### src/rtl/flasher_pkg.sv
// Shared types and defaults for the bound_flasher front-end scheduler.
package flasher_pkg;

   localparam int LED_W             = 16;
   localparam int DEF_NUM_REQ       = 4;
   localparam int DEF_HOLD_CYCLES   = 3;
   localparam int DEF_START_TIMEOUT = 8;
   localparam int DEF_IDLE_GAP      = 2;

   typedef enum logic [1:0] {
      IDLE  = 2'd0,
      FLICK = 2'd1,
      RUN   = 2'd2,
      GAP   = 2'd3
   } fs_state_t;

   // Sizes the shared down-counter so it holds the longest of the three phases.
   function automatic int max3(input int a, input int b, input int c);
      int m;
      m = (a > b) ? a : b;
      return (m > c) ? m : c;
   endfunction

endpackage

### src/rtl/rr_arbiter.sv
// Combinational round-robin picker: lowest requesting index at or after ptr, wrapping.
module rr_arbiter #(
   parameter int NUM_REQ = 4
) (
   input  logic [NUM_REQ-1:0]         req,
   input  logic [$clog2(NUM_REQ)-1:0] ptr,
   output logic [NUM_REQ-1:0]         gnt
);

   localparam int PTR_W = $clog2(NUM_REQ);

   logic             w_found;
   logic [PTR_W-1:0] w_sel;

   always_comb begin
      gnt     = '0;
      w_found = 1'b0;
      w_sel   = '0;
      for (int i = 0; i < NUM_REQ; i++) begin
         w_sel = PTR_W'((int'(ptr) + i) % NUM_REQ);
         if (!w_found && req[w_sel]) begin
            gnt[w_sel] = 1'b1;
            w_found    = 1'b1;
         end
      end
   end

endmodule

### src/rtl/flick_scheduler.sv
// Shares one bound_flasher between NUM_REQ requesters: arbitrates, issues a fixed-width
// flick pulse, then tracks led_state until the sequence returns to all-off.
module flick_scheduler
   import flasher_pkg::*;
#(
   parameter int NUM_REQ       = DEF_NUM_REQ,
   parameter int HOLD_CYCLES   = DEF_HOLD_CYCLES,
   parameter int START_TIMEOUT = DEF_START_TIMEOUT,
   parameter int IDLE_GAP      = DEF_IDLE_GAP
) (
   input  logic               clk,
   input  logic               rst_n,
   input  logic [NUM_REQ-1:0] req,
   input  logic [LED_W-1:0]   led_state,
   output logic               flick,
   output logic [NUM_REQ-1:0] grant,
   output logic [NUM_REQ-1:0] done,
   output logic               err,
   output logic               busy
);

   localparam int PTR_W = $clog2(NUM_REQ);
   localparam int CNT_W = $clog2(max3(HOLD_CYCLES, START_TIMEOUT, IDLE_GAP) + 1);

   localparam logic [CNT_W-1:0] LD_HOLD = CNT_W'(HOLD_CYCLES - 1);
   localparam logic [CNT_W-1:0] LD_RUN  = CNT_W'(START_TIMEOUT - 1);
   localparam logic [CNT_W-1:0] LD_GAP  = CNT_W'(IDLE_GAP);

   fs_state_t          r_state;
   logic [PTR_W-1:0]   r_ptr;
   logic [CNT_W-1:0]   r_cnt;
   logic               r_seen_on;
   logic               r_flick;
   logic [NUM_REQ-1:0] r_grant;
   logic [NUM_REQ-1:0] r_done;
   logic               r_err;
   logic               r_busy;

   logic [NUM_REQ-1:0] w_gnt;
   logic [PTR_W-1:0]   w_win;
   logic [PTR_W-1:0]   w_ptr_nxt;
   logic               w_led_on;
   logic               w_seen_nxt;

   rr_arbiter #(
      .NUM_REQ (NUM_REQ)
   ) u_arb (
      .req (req),
      .ptr (r_ptr),
      .gnt (w_gnt)
   );

   assign w_led_on   = |led_state;
   assign w_seen_nxt = r_seen_on | w_led_on;

   always_comb begin
      w_win = '0;
      for (int i = 0; i < NUM_REQ; i++) begin
         if (w_gnt[i]) w_win = PTR_W'(i);
      end
      w_ptr_nxt = (w_win == PTR_W'(NUM_REQ - 1)) ? '0 : w_win + PTR_W'(1);
   end

   always_ff @(posedge clk or negedge rst_n) begin
      if (!rst_n) begin
         r_state   <= IDLE;
         r_ptr     <= '0;
         r_cnt     <= '0;
         r_seen_on <= 1'b0;
         r_flick   <= 1'b0;
         r_grant   <= '0;
         r_done    <= '0;
         r_err     <= 1'b0;
         r_busy    <= 1'b0;
      end else begin
         r_done <= '0;
         r_err  <= 1'b0;
         case (r_state)
            IDLE: begin
               // A flasher still mid-sequence would misread a new flick, so wait for rest.
               if ((|req) && !w_led_on) begin
                  r_state   <= FLICK;
                  r_grant   <= w_gnt;
                  r_ptr     <= w_ptr_nxt;
                  r_flick   <= 1'b1;
                  r_busy    <= 1'b1;
                  r_seen_on <= 1'b0;
                  r_cnt     <= LD_HOLD;
               end
            end
            FLICK: begin
               r_seen_on <= w_seen_nxt;
               if (r_cnt == '0) begin
                  r_state <= RUN;
                  r_flick <= 1'b0;
                  r_cnt   <= LD_RUN;
               end else begin
                  r_cnt <= r_cnt - CNT_W'(1);
               end
            end
            RUN: begin
               if (r_seen_on && !w_led_on) begin
                  r_done    <= r_grant;
                  r_grant   <= '0;
                  r_seen_on <= 1'b0;
                  r_state   <= GAP;
                  r_cnt     <= LD_GAP;
               end else if ((r_cnt == '0) && !w_seen_nxt) begin
                  r_err     <= 1'b1;
                  r_grant   <= '0;
                  r_seen_on <= 1'b0;
                  r_state   <= GAP;
                  r_cnt     <= LD_GAP;
               end else begin
                  r_seen_on <= w_seen_nxt;
                  if (r_cnt != '0) r_cnt <= r_cnt - CNT_W'(1);
               end
            end
            GAP: begin
               if (r_cnt == '0) begin
                  r_state <= IDLE;
                  r_busy  <= 1'b0;
               end else begin
                  r_cnt <= r_cnt - CNT_W'(1);
               end
            end
            default: r_state <= IDLE;
         endcase
      end
   end

   assign flick = r_flick;
   assign grant = r_grant;
   assign done  = r_done;
   assign err   = r_err;
   assign busy  = r_busy;

endmodule

### config.mk
export PLATFORM = sky130hd
export DESIGN_NAME = flick_scheduler
export DESIGN_NICKNAME = d
export VERILOG_FILES = /design/src/rtl/flasher_pkg.sv /design/src/rtl/rr_arbiter.sv /design/src/rtl/flick_scheduler.sv
export SDC_FILE = /design/constraint.sdc
export NUM_CORES = 1
export LEC_CHECK = 0
export CAP_MARGIN = 0
export CORE_UTILIZATION = 45
export CTS_CLUSTER_SIZE = 16
export DETAILED_ROUTE_END_ITERATION = 6
export PLACE_DENSITY = 0.74
export SKIP_LAST_GASP = 1
export SLEW_MARGIN = 20
export SYNTH_ARGS = -nofsm -noshare
export SYNTH_HDL_FRONTEND = slang
export SYNTH_SLANG_ARGS = --single-unit
### constraint.sdc
create_clock -name clk -period 3.9 [get_ports clk]
set_input_delay 0.39 -clock clk [delete_from_list [all_inputs] [get_ports clk]]
set_output_delay 0.39 -clock clk [all_outputs]
set_load 0.01 [all_outputs]
Yosys cells after proc, flatten, opt, wreduce, memory -nomap -nowiden
Index checks and enable logic that the tools add are counted.
{"block": "word_totals", "register_bits": 20, "inputBits": 22, "output_inout_bits": 11, "word_cells": 124}
{"block": "op_classes", "add_sub_neg": 5, "order_cmp": 8, "eq_ne": 10, "mux": 57, "n_bitwise": 4, "reduce_logical": 31}
{"cell": "two-way mux 4 bit", "count": 15}
{"cell": "two-way mux 1 bit", "count": 20}
{"cell": "two-way mux 2 bit", "count": 8}
{"cell": "case mux 4 bit (4 select lines)", "count": 1}
{"cell": "OR reduction 16 bit", "count": 1}
{"cell": "less-than comparator 2 x 3 -> 1 bit, second input constant", "count": 4}
{"cell": "OR 4 bit", "count": 3}
{"cell": "AND reduction 3 bit", "count": 4}
{"cell": "logical AND 1 bit", "count": 10}
{"cell": "binary-select mux 1 bit (select 2 bit)", "count": 4}
{"cell": "demux 1 bit (select 2 bit)", "count": 4}
{"cell": ">= comparator 2 x 1 -> 1 bit, second input constant", "count": 4}
{"cell": "!= test 2 bit, second input constant", "count": 4}
{"cell": "case mux 2 bit (4 select lines)", "count": 1}
{"cell": "case mux 4 bit (2 select lines)", "count": 1}
{"cell": "== test 2 bit, second input constant", "count": 3}
{"cell": "nonzero test 2 bit", "count": 3}
{"cell": "logical NOT 1 bit", "count": 5}
{"cell": "adder 2 x 1 -> 2 bit, second input constant", "count": 2}
{"cell": "adder 2 bit, second input constant", "count": 2}
{"cell": "logical NOT 4 bit", "count": 1}
{"cell": "!= test 4 bit, second input constant", "count": 1}
{"cell": "case mux 1 bit (2 select lines)", "count": 2}
{"cell": "AND reduction 2 bit", "count": 2}
{"cell": "other kinds (10)", "count": 10}

Depth between registers and ports, before layout
Gate-level depths: netlist of run 1.
{"block": "logic_depth", "ltp_word": 17, "depth_mapped": 9, "mapped_depth_nobuf": 8}

Hierarchy
A second synthesis of run 1 with hierarchy kept.
{"block": "hier_totals", "cells_unflattened": 147, "area_unflattened_um2": 1462.7}
{"module": "flick_scheduler", "n_inst": 1, "cells_each": 111, "area_each_um2": 1124.8, "seq_area_each_um2": 500.5}
{"module": "rr_arbiter", "n_inst": 1, "cells_each": 36, "area_each_um2": 337.8, "seq_area_each_um2": 0.0}

Worst setup path after synthesis of run 1
Ideal clock, no wire load.
{"block": "synth_timing", "kind": "reg-to-reg", "startpoint": "register r_ptr[0]", "endpoint": "register r_ptr[0]", "setup_time_ps": 121, "t_arrival_ps": 2261, "required_ps": 3779, "path_slack_ps": 1518, "path_stages_with_launch": 9, "path_buffers": 1, "period_less_slack_ps": 2382, "cell_sequence": "dfrtp_1 -> buf_6 -> inv_1 -> ha_1 -> mux4_1 -> nor4b_4 -> a221o_2 -> nor2b_1 -> o21ai_1"}
{"block": "synth_between", "elab_chain_cells": 17, "word_cells_on_any_way": 53, "classes_between": "add/sub (4); order compare (8); eq/ne (1); mux (27); bitwise (3); reduce/logical (10)"}
{"element": "from (decl)", "line": "flick_scheduler.sv:30", "rtl": "logic [PTR_W-1:0] r_ptr;"}
{"element": "from (signal assigned)", "line": "flick_scheduler.sv:84", "rtl": "r_ptr <= w_ptr_nxt;"}
{"element": "branches (longest 11 deep; another with less-than comparator 2 x 3 -> 1 bit)"}
{"element": "two-way mux 4 bit (*)", "line": "rr_arbiter.sv:21", "rtl": "if (!w_found && req[w_sel]) begin"}
{"element": "two-way mux 1 bit", "line": "flick_scheduler.sv:59", "rtl": "if (w_gnt[i]) w_win = PTR_W'(i);"}
{"element": "two-way mux 2 bit", "line": "flick_scheduler.sv:59"}
{"element": "two-way mux 2 bit (*)", "line": "flick_scheduler.sv:59"}
{"element": "adder 2 x 1 -> 2 bit / == test 2 bit (equally long branches)", "line": "flick_scheduler.sv:61", "rtl": "w_ptr_nxt = (w_win == PTR_W'(NUM_REQ - 1)) ? '0 : w_win + PTR_W'(1);"}
{"element": "two-way mux 2 bit (*)", "line": "flick_scheduler.sv:61"}
Mark *: on every way between the ends. The select of a mux whose other input is x is not followed.
A chain may end at the register's enable or synchronous reset.

Worst setup path after layout of run 1
Ends and elaborated chain as after synthesis.

==> flow_metrics.py, run 1 <==
metrics = {
    "power": {
        "netSwitchingFraction": 0.432,
        "peakVddDrop_v": 0.000244,
        "clkPwrFrac": 0.116,
        "p_comb_frac": 0.536,
        "p_sw_w": 0.000359,
        "p_leak_nw": 0.697,
        "intPower_w": 0.000472,
        "p_seq_frac": 0.348,
        "power-per-cell-area_nw_per_um2": 482,
    },
    "clock_network": {
        "cts_made_buffers": 3,
        "htree_levels": 1,
        "holdBufCountCts": 0,
        "clkTransAtPathRegs_ps": 110,
        "post_cts_buffers": 0,
        "cts_resized": 0,
        "cts_tree": "built",
        "clock-sinks": 20,
        "insertion_delay_ps": 300,
        "clockRootBuffer": "clkbuf_4",
        "clk_path_buf_depth": 2,
    },
    "synthesis": {
        "yosys_warnings": 0,
        "syn_area_per_cell_um2": 9.43,
        "synth_top_cell_area_share": 0.369,
        "synth-edff-count": 0,
        "synthesis.area_um2": 1360,
        "async_flop_share": 1.00,
        "synthMuxAreaShare": 0.0774,
        "synth_fp_nets": 178,
        "synth_ff_type": "dfrtp_1",
        "synth_xor_area_frac": 0,
        "ys_ff_latch": 20,
        "seq_area_frac_synth": 0.369,
        "synth_top_cell_by_area": "dfrtp_1",
        "synthAdderAreaFrac": 0.111,
        "synth_compound_area_frac": 0.194,
        "netlist_instances": 144,
        "yosys-top-cells-area": "dfrtp_1 37%, ha_1 11%, nand2_1 5.3%, mux4_2 5.0%, o21ai_1 4.1%",
        "ys_types": 33,
        "synth_simple_gate_area_frac": 0.203,
        "synth_top_family_by_area": "simple AND/OR/NAND/NOR gates",
    },
    "sta": {
        "slew_viol_final": 0,
        "maxSlewHeadroom": 0.415,
        "fin_skew_ps": 8.40,
        "fmax_mhz": 376,
        "min_period_ps": 2660,
        "fin_ws_ps": 1240,
        "rsz0062_at_grt": "no",
        "fin_crit_sh": 0.682,
        "fin_tns_setup_ps": 0,
        "worstMarginPinSlew_ps": 875,
        "setup_viol": 0,
        "hold_viol": 0,
    },
    "floorplanning": {
        "die_w_um": 56.9,
        "die_h_um": 56.9,
        "rows": 19,
        "initial_core_util": 0.484,
        "pin_count": 33,
        "core_area_um2": 2810,
        "dieArea_um2": 3240,
    },
    "worst_setup_path": {
        "critical_path.top_delay_family": "multiplexers",
        "r2r_cells": 7,
        "crit_buf_inv": 1,
        "path_max_fanout": 9,
        "worstReg2RegStart": "r_ptr[0]",
        "crit_type": "reg -> reg",
        "required_ps": 4090,
        "endpoint_kind": "flip-flop",
        "crit_chain": "inv_1, ha_1, mux4_1, nor3b_1, a221o_2, nor2b_1, o21ai_1",
        "reg2reg_slack_ps": 1240,
        "startpoint_type": "flip-flop",
        "r2r-end": "r_ptr[0]",
        "arrival_ps": 2850,
        "critical_path.max_stage_delay_ps": 700,
        "critPathSlowestCell": "mux4_1",
    },
    "hold_path": {
        "hp-class": "reg -> reg",
        "min_from": "grant[3]",
        "hold_path_end": "done[3]",
        "hold_depth": 2,
    },
    "layout": {
        "layout_common_cells": "32 x clkdlybuf4s50_1, 20 x dfrtp_1, 19 x nand2_1, 13 x inv_1",
        "num_antenna_cells": 0,
        "syn_to_final_growth_pct": 27.0,
        "final_common_cell": "clkdlybuf4s50_1",
        "design_area_um2": 1720,
        "post-route-util": 0.615,
        "stdcell_count": 208,
        "nets": 213,
        "drive_gt1_frac": 0.0678,
    },
    "route": {
        "drc": 6,
        "wl_per_cell_um": 14.5,
        "firstDrtPassIters": 6,
        "wl_mm": 3.01,
        "drtIter0Drc": 46,
        "ant_nets": 0,
        "dr_total_vias": 1236,
        "viasPerCell": 5.94,
    },
    "grt": {
        "grt.overflow.total": 0,
        "grt_use_total": 0.205,
        "grt_max_degree": 21,
        "grt_pass1_wl_mm": 5.20,
        "grt_pass1_vias": 1226,
        "antenna_found_initial": 0,
    },
    "job": {
        "drv_cap": 0,
    },
    "placed_design": {
        "port-buffer-count": 32,
        "place_area_um2": 1700,
        "place.gp.congestion": 0.856,
        "post-place-ws_ps": 1250,
        "post-dp-hpwl_mm": 2.36,
        "dpl.cell_count": 205,
    },
    "status": {
        "violations": "DRC",
        "outcome": "finished with violations",
    },
}
## routing by layer
| metal | wire, um | global-route usage | vias to the layer above |
|---|---|---|---|
| li1 | - | - | 597 |
| met1 | 1270 | 0.236 | 578 |
| met2 | 1510 | 0.382 | 53 |
| met3 | 173 | 0.0276 | 8 |
| met4 | 55 | 0.0801 | 0 |
| met5 | 0 | 0 | - |
## state kept, by name, indices dropped and copies added (netlist names)
| name | cells |
|---|---|
| busy | 1 |
| r_state | 2 |
| r_cnt | 4 |
| r_ptr | 2 |
| grant | 4 |
| done | 4 |
| flick | 1 |
| r_seen_on | 1 |
| err | 1 |
## cell usage after synthesis (2+ instances only)
| library cell | count |
|---|---|
| dfrtp_1 | 20 |
| nand3b_1 | 3 |
| nor3b_1 | 2 |
| a221o_2 | 2 |
| o21ai_1 | 11 |
| o211ai_1 | 4 |
| ha_1 | 12 |
| nor4_1 | 5 |
| nand3_1 | 3 |
| inv_1 | 13 |
| nor2_1 | 12 |
| nand2_1 | 19 |
| a21oi_1 | 9 |
| nor3_1 | 2 |
| mux4_2 | 3 |
| a221o_1 | 2 |
| o21ai_0 | 3 |
| a22o_1 | 4 |
## worst reg2reg max path, stage by stage, from the launching register on
cell and delay [ps]:
dfrtp_1 580, inv_1 130, ha_1 340, mux4_1 700, nor3b_1 380, a221o_2 240, nor2b_1 130, o21ai_1 70
## metrics by stage
step,total power (W),hold slack [ps]
2_1_floorplan,0.000597,94.4
3_3_place_gp,0.000712,491
3_5_place_dp,0.000726,500
4_1_cts,0.000827,530
5_1_grt,0.000903,549
6_report,0.000831,519
## worst max path at each step
stage | startpoint | end | cells after the start
floorplan | r_ptr[0] | r_ptr[0] | 8
global placement | r_ptr[0] | r_ptr[0] | 7
detailed placement | r_ptr[0] | r_ptr[0] | 7
CTS | r_ptr[0] | r_ptr[0] | 7
global route | r_ptr[0] | r_ptr[0] | 7
finish | r_ptr[0] | r_ptr[0] | 7
## layout make-up
cell class,count,area (um2)
tap,31,38.8
clock buffer,3,22.5
timing repair buffer,32,320
fill,242,1080
inverter,13,48.8
multi-input combinational,109,793
sequential,20,500
## power by group through the flow
stage          clock network [W]  logic (W)  registers (W)
2_1_floorplan                  0   0.000309       0.000288
3_3_place_gp                   0   0.000423       0.000289
3_5_place_dp                   0   0.000435       0.000291
4_1_cts                 0.000100   0.000439       0.000288
5_1_grt                 0.000108   0.000499       0.000295
6_report               0.0000967   0.000445       0.000289
## kinds of logic (layout without fill, tap and decap cells)
group,Yosys count,in the layout
buffers and inverters,15,48
and+or+nand+nor,52,52
muxes,5,5
adders and majority gates,12,12
AOI/OAI and AO/OA,40,40
DFF,20,20
No activity file was read; power rests on OpenSTA's default activity.
==> run 2: changes to the inputs <==
- CORE_UTILIZATION: 45 -> 44
- PLACE_DENSITY: 0.74 -> 0.75
- clock period: 3.9 -> 2.2 ns (I/O delays scaled with it)
==> flow_metrics.py, run 2 (same netlist as run 1, synthesis figures left out) <==
metrics = {
    "worst_setup_path": {
        "critical_path.max_stage_delay_ps": 590,
        "worstReg2RegStart": "r_ptr[0]",
        "r2r_cells": 7,
        "cp-startpoint": "r_ptr[0]",
        "required_ps": 2400,
        "crit_type": "reg -> reg",
        "r2r-end": "r_ptr[0]",
        "critPathSlowestCell": "mux4_2",
        "crit_end": "r_ptr[0]",
        "reg2reg_slack_ps": 10,
        "crit_chain": "inv_4, ha_4, mux4_2, nor4b_4, a221o_2, nor2b_4, o21ai_1",
        "startpoint_type": "flip-flop",
        "crit_buf_inv": 1,
        "path_max_fanout": 7,
        "endpoint_kind": "flip-flop",
        "path_depth": 7,
        "arrival_ps": 2390,
        "critical_path.top_delay_family": "multiplexers",
    },
    "floorplanning": {
        "pin_count": 33,
        "dieArea_um2": 3310,
        "core_area_um2": 2830,
        "die_w_um": 57.5,
        "die_h_um": 57.5,
        "rows": 19,
        "initial_core_util": 0.480,
    },
    "power": {
        "p_leak_nw": 0.770,
        "power-per-cell-area_nw_per_um2": 873,
        "peakVddDrop_v": 0.000491,
    },
    "sta": {
        "fin_ws_ps": 9.62,
        "maxSlewHeadroom": 0.751,
        "rsz0062_at_grt": "yes",
        "hold_ws_ps": 247,
        "fin_skew_ps": 2.06,
        "worstMarginPinSlew_ps": 371,
        "setup_viol": 0,
        "min_period_ps": 2190,
        "slew_viol_final": 0,
        "hold_viol": 0,
        "fin_crit_sh": 0.996,
        "fmax_mhz": 457,
    },
    "grt": {
        "met2_usage": 0.362,
        "antenna_found_initial": 0,
        "grtUsageMet1": 0.242,
        "grt.overflow.total": 0,
        "grt_pass1_vias": 1248,
        "grt_pass1_wl_mm": 5.16,
        "met3_usage": 0.0204,
        "grt_use_total": 0.199,
        "grt_max_degree": 21,
        "busiest_layer": "met2",
    },
    "clock_network": {
        "cts_made_buffers": 3,
        "htree_levels": 1,
        "clockRootBuffer": "clkbuf_4",
        "insertion_delay_ps": 300,
        "clkTransAtPathRegs_ps": 120,
        "cts_tree": "built",
        "clk_path_buf_depth": 2,
        "clock-sinks": 20,
    },
    "route": {
        "wl_per_cell_um": 13.6,
        "drc": 1,
        "wl_mm": 2.99,
        "ant_nets": 0,
        "firstDrtPassIters": 7,
        "drtIter0Drc": 49,
        "dr_total_vias": 1272,
        "viasPerCell": 5.78,
    },
    "placed_design": {
        "place.gp.congestion": 0.843,
        "post-place-ws_ps": -56.8,
        "post-dp-hpwl_mm": 2.37,
        "port-buffer-count": 32,
    },
    "job": {
        "drv_cap": 0,
    },
    "layout": {
        "num_antenna_cells": 0,
        "nets": 224,
        "final_common_cell": "clkdlybuf4s50_1",
        "drive_gt1_frac": 0.153,
        "syn_to_final_growth_pct": 37.1,
        "layout_common_cells": "32 x clkdlybuf4s50_1, 20 x dfrtp_1, 19 x nand2_1, 12 x inv_1, 12 x nor2_1",
    },
    "hold_path": {
        "hp-class": "in -> async",
    },
    "status": {
        "violations": "DRC",
        "outcome": "finished with violations",
    },
}
==> run 2: cell count changes in the layout (fill, tap and decap cells not counted), sizes merged <==
cell | before | now
bufinv | 0 | 1
buf | 0 | 11
==> run 2: worst min path at each step <==
stage	endpoint
floorplan	busy
global placement	err
detailed placement	err
CTS	r_cnt[2]
global route	done[3]
finish	r_cnt[2]
==> run 2: through the flow <==
stage | cells | setup TNS, ps | utilization | instance area [um2] | power [W]
after global routing | 220 | -281 | 0.658 | 1860 | 0.00176
final | 220 | 0 | 0.658 | 1860 | 0.00162
after CTS | 219 | 0 | 0.652 | 1850 | 0.00163
after detailed placement | 212 | -81.6 | 0.626 | 1770 | 0.00132
after global placement | 212 | 0 | 0.626 | 1770 | 0.00129
after floorplan | 144 | -20.6 | - | 1370 | 0.00106
==> run 2: power breakdown <==
part           switching (W)  internal, W
clock               0.000116     0.000184
combinational       0.000463     0.000352
sequential         0.0000635     0.000446
total               0.000642     0.000982
==> run 2: routing by layer <==
metal / part of all wire / wire length, um / vias to the layer above
met1: 0.44 / 1310 / 593
met3: 0.053 / 157 / 2
met2: 0.50 / 1490 / 58
met5: 0 / 0 / -
li1: - / - / 619
met4: 0.010 / 31 / 0
==> run 2: layout make-up <==
cell class,count,area (um2)
clock buffers,3,22.5
multi-input cells,109,815
inverters,13,51.3
fillers,237,968
repair buffers,43,403
flip-flops and latches,20,500
clock inverters,1,30.0
well taps,31,38.8
==> run 2: what timing repair did <==
action	CTS	global route
gates resized for setup	0	1
pin swaps	4	3
setup buffers	3	1
endpoints found under the setup margin	1	4
hold buffers	0	0
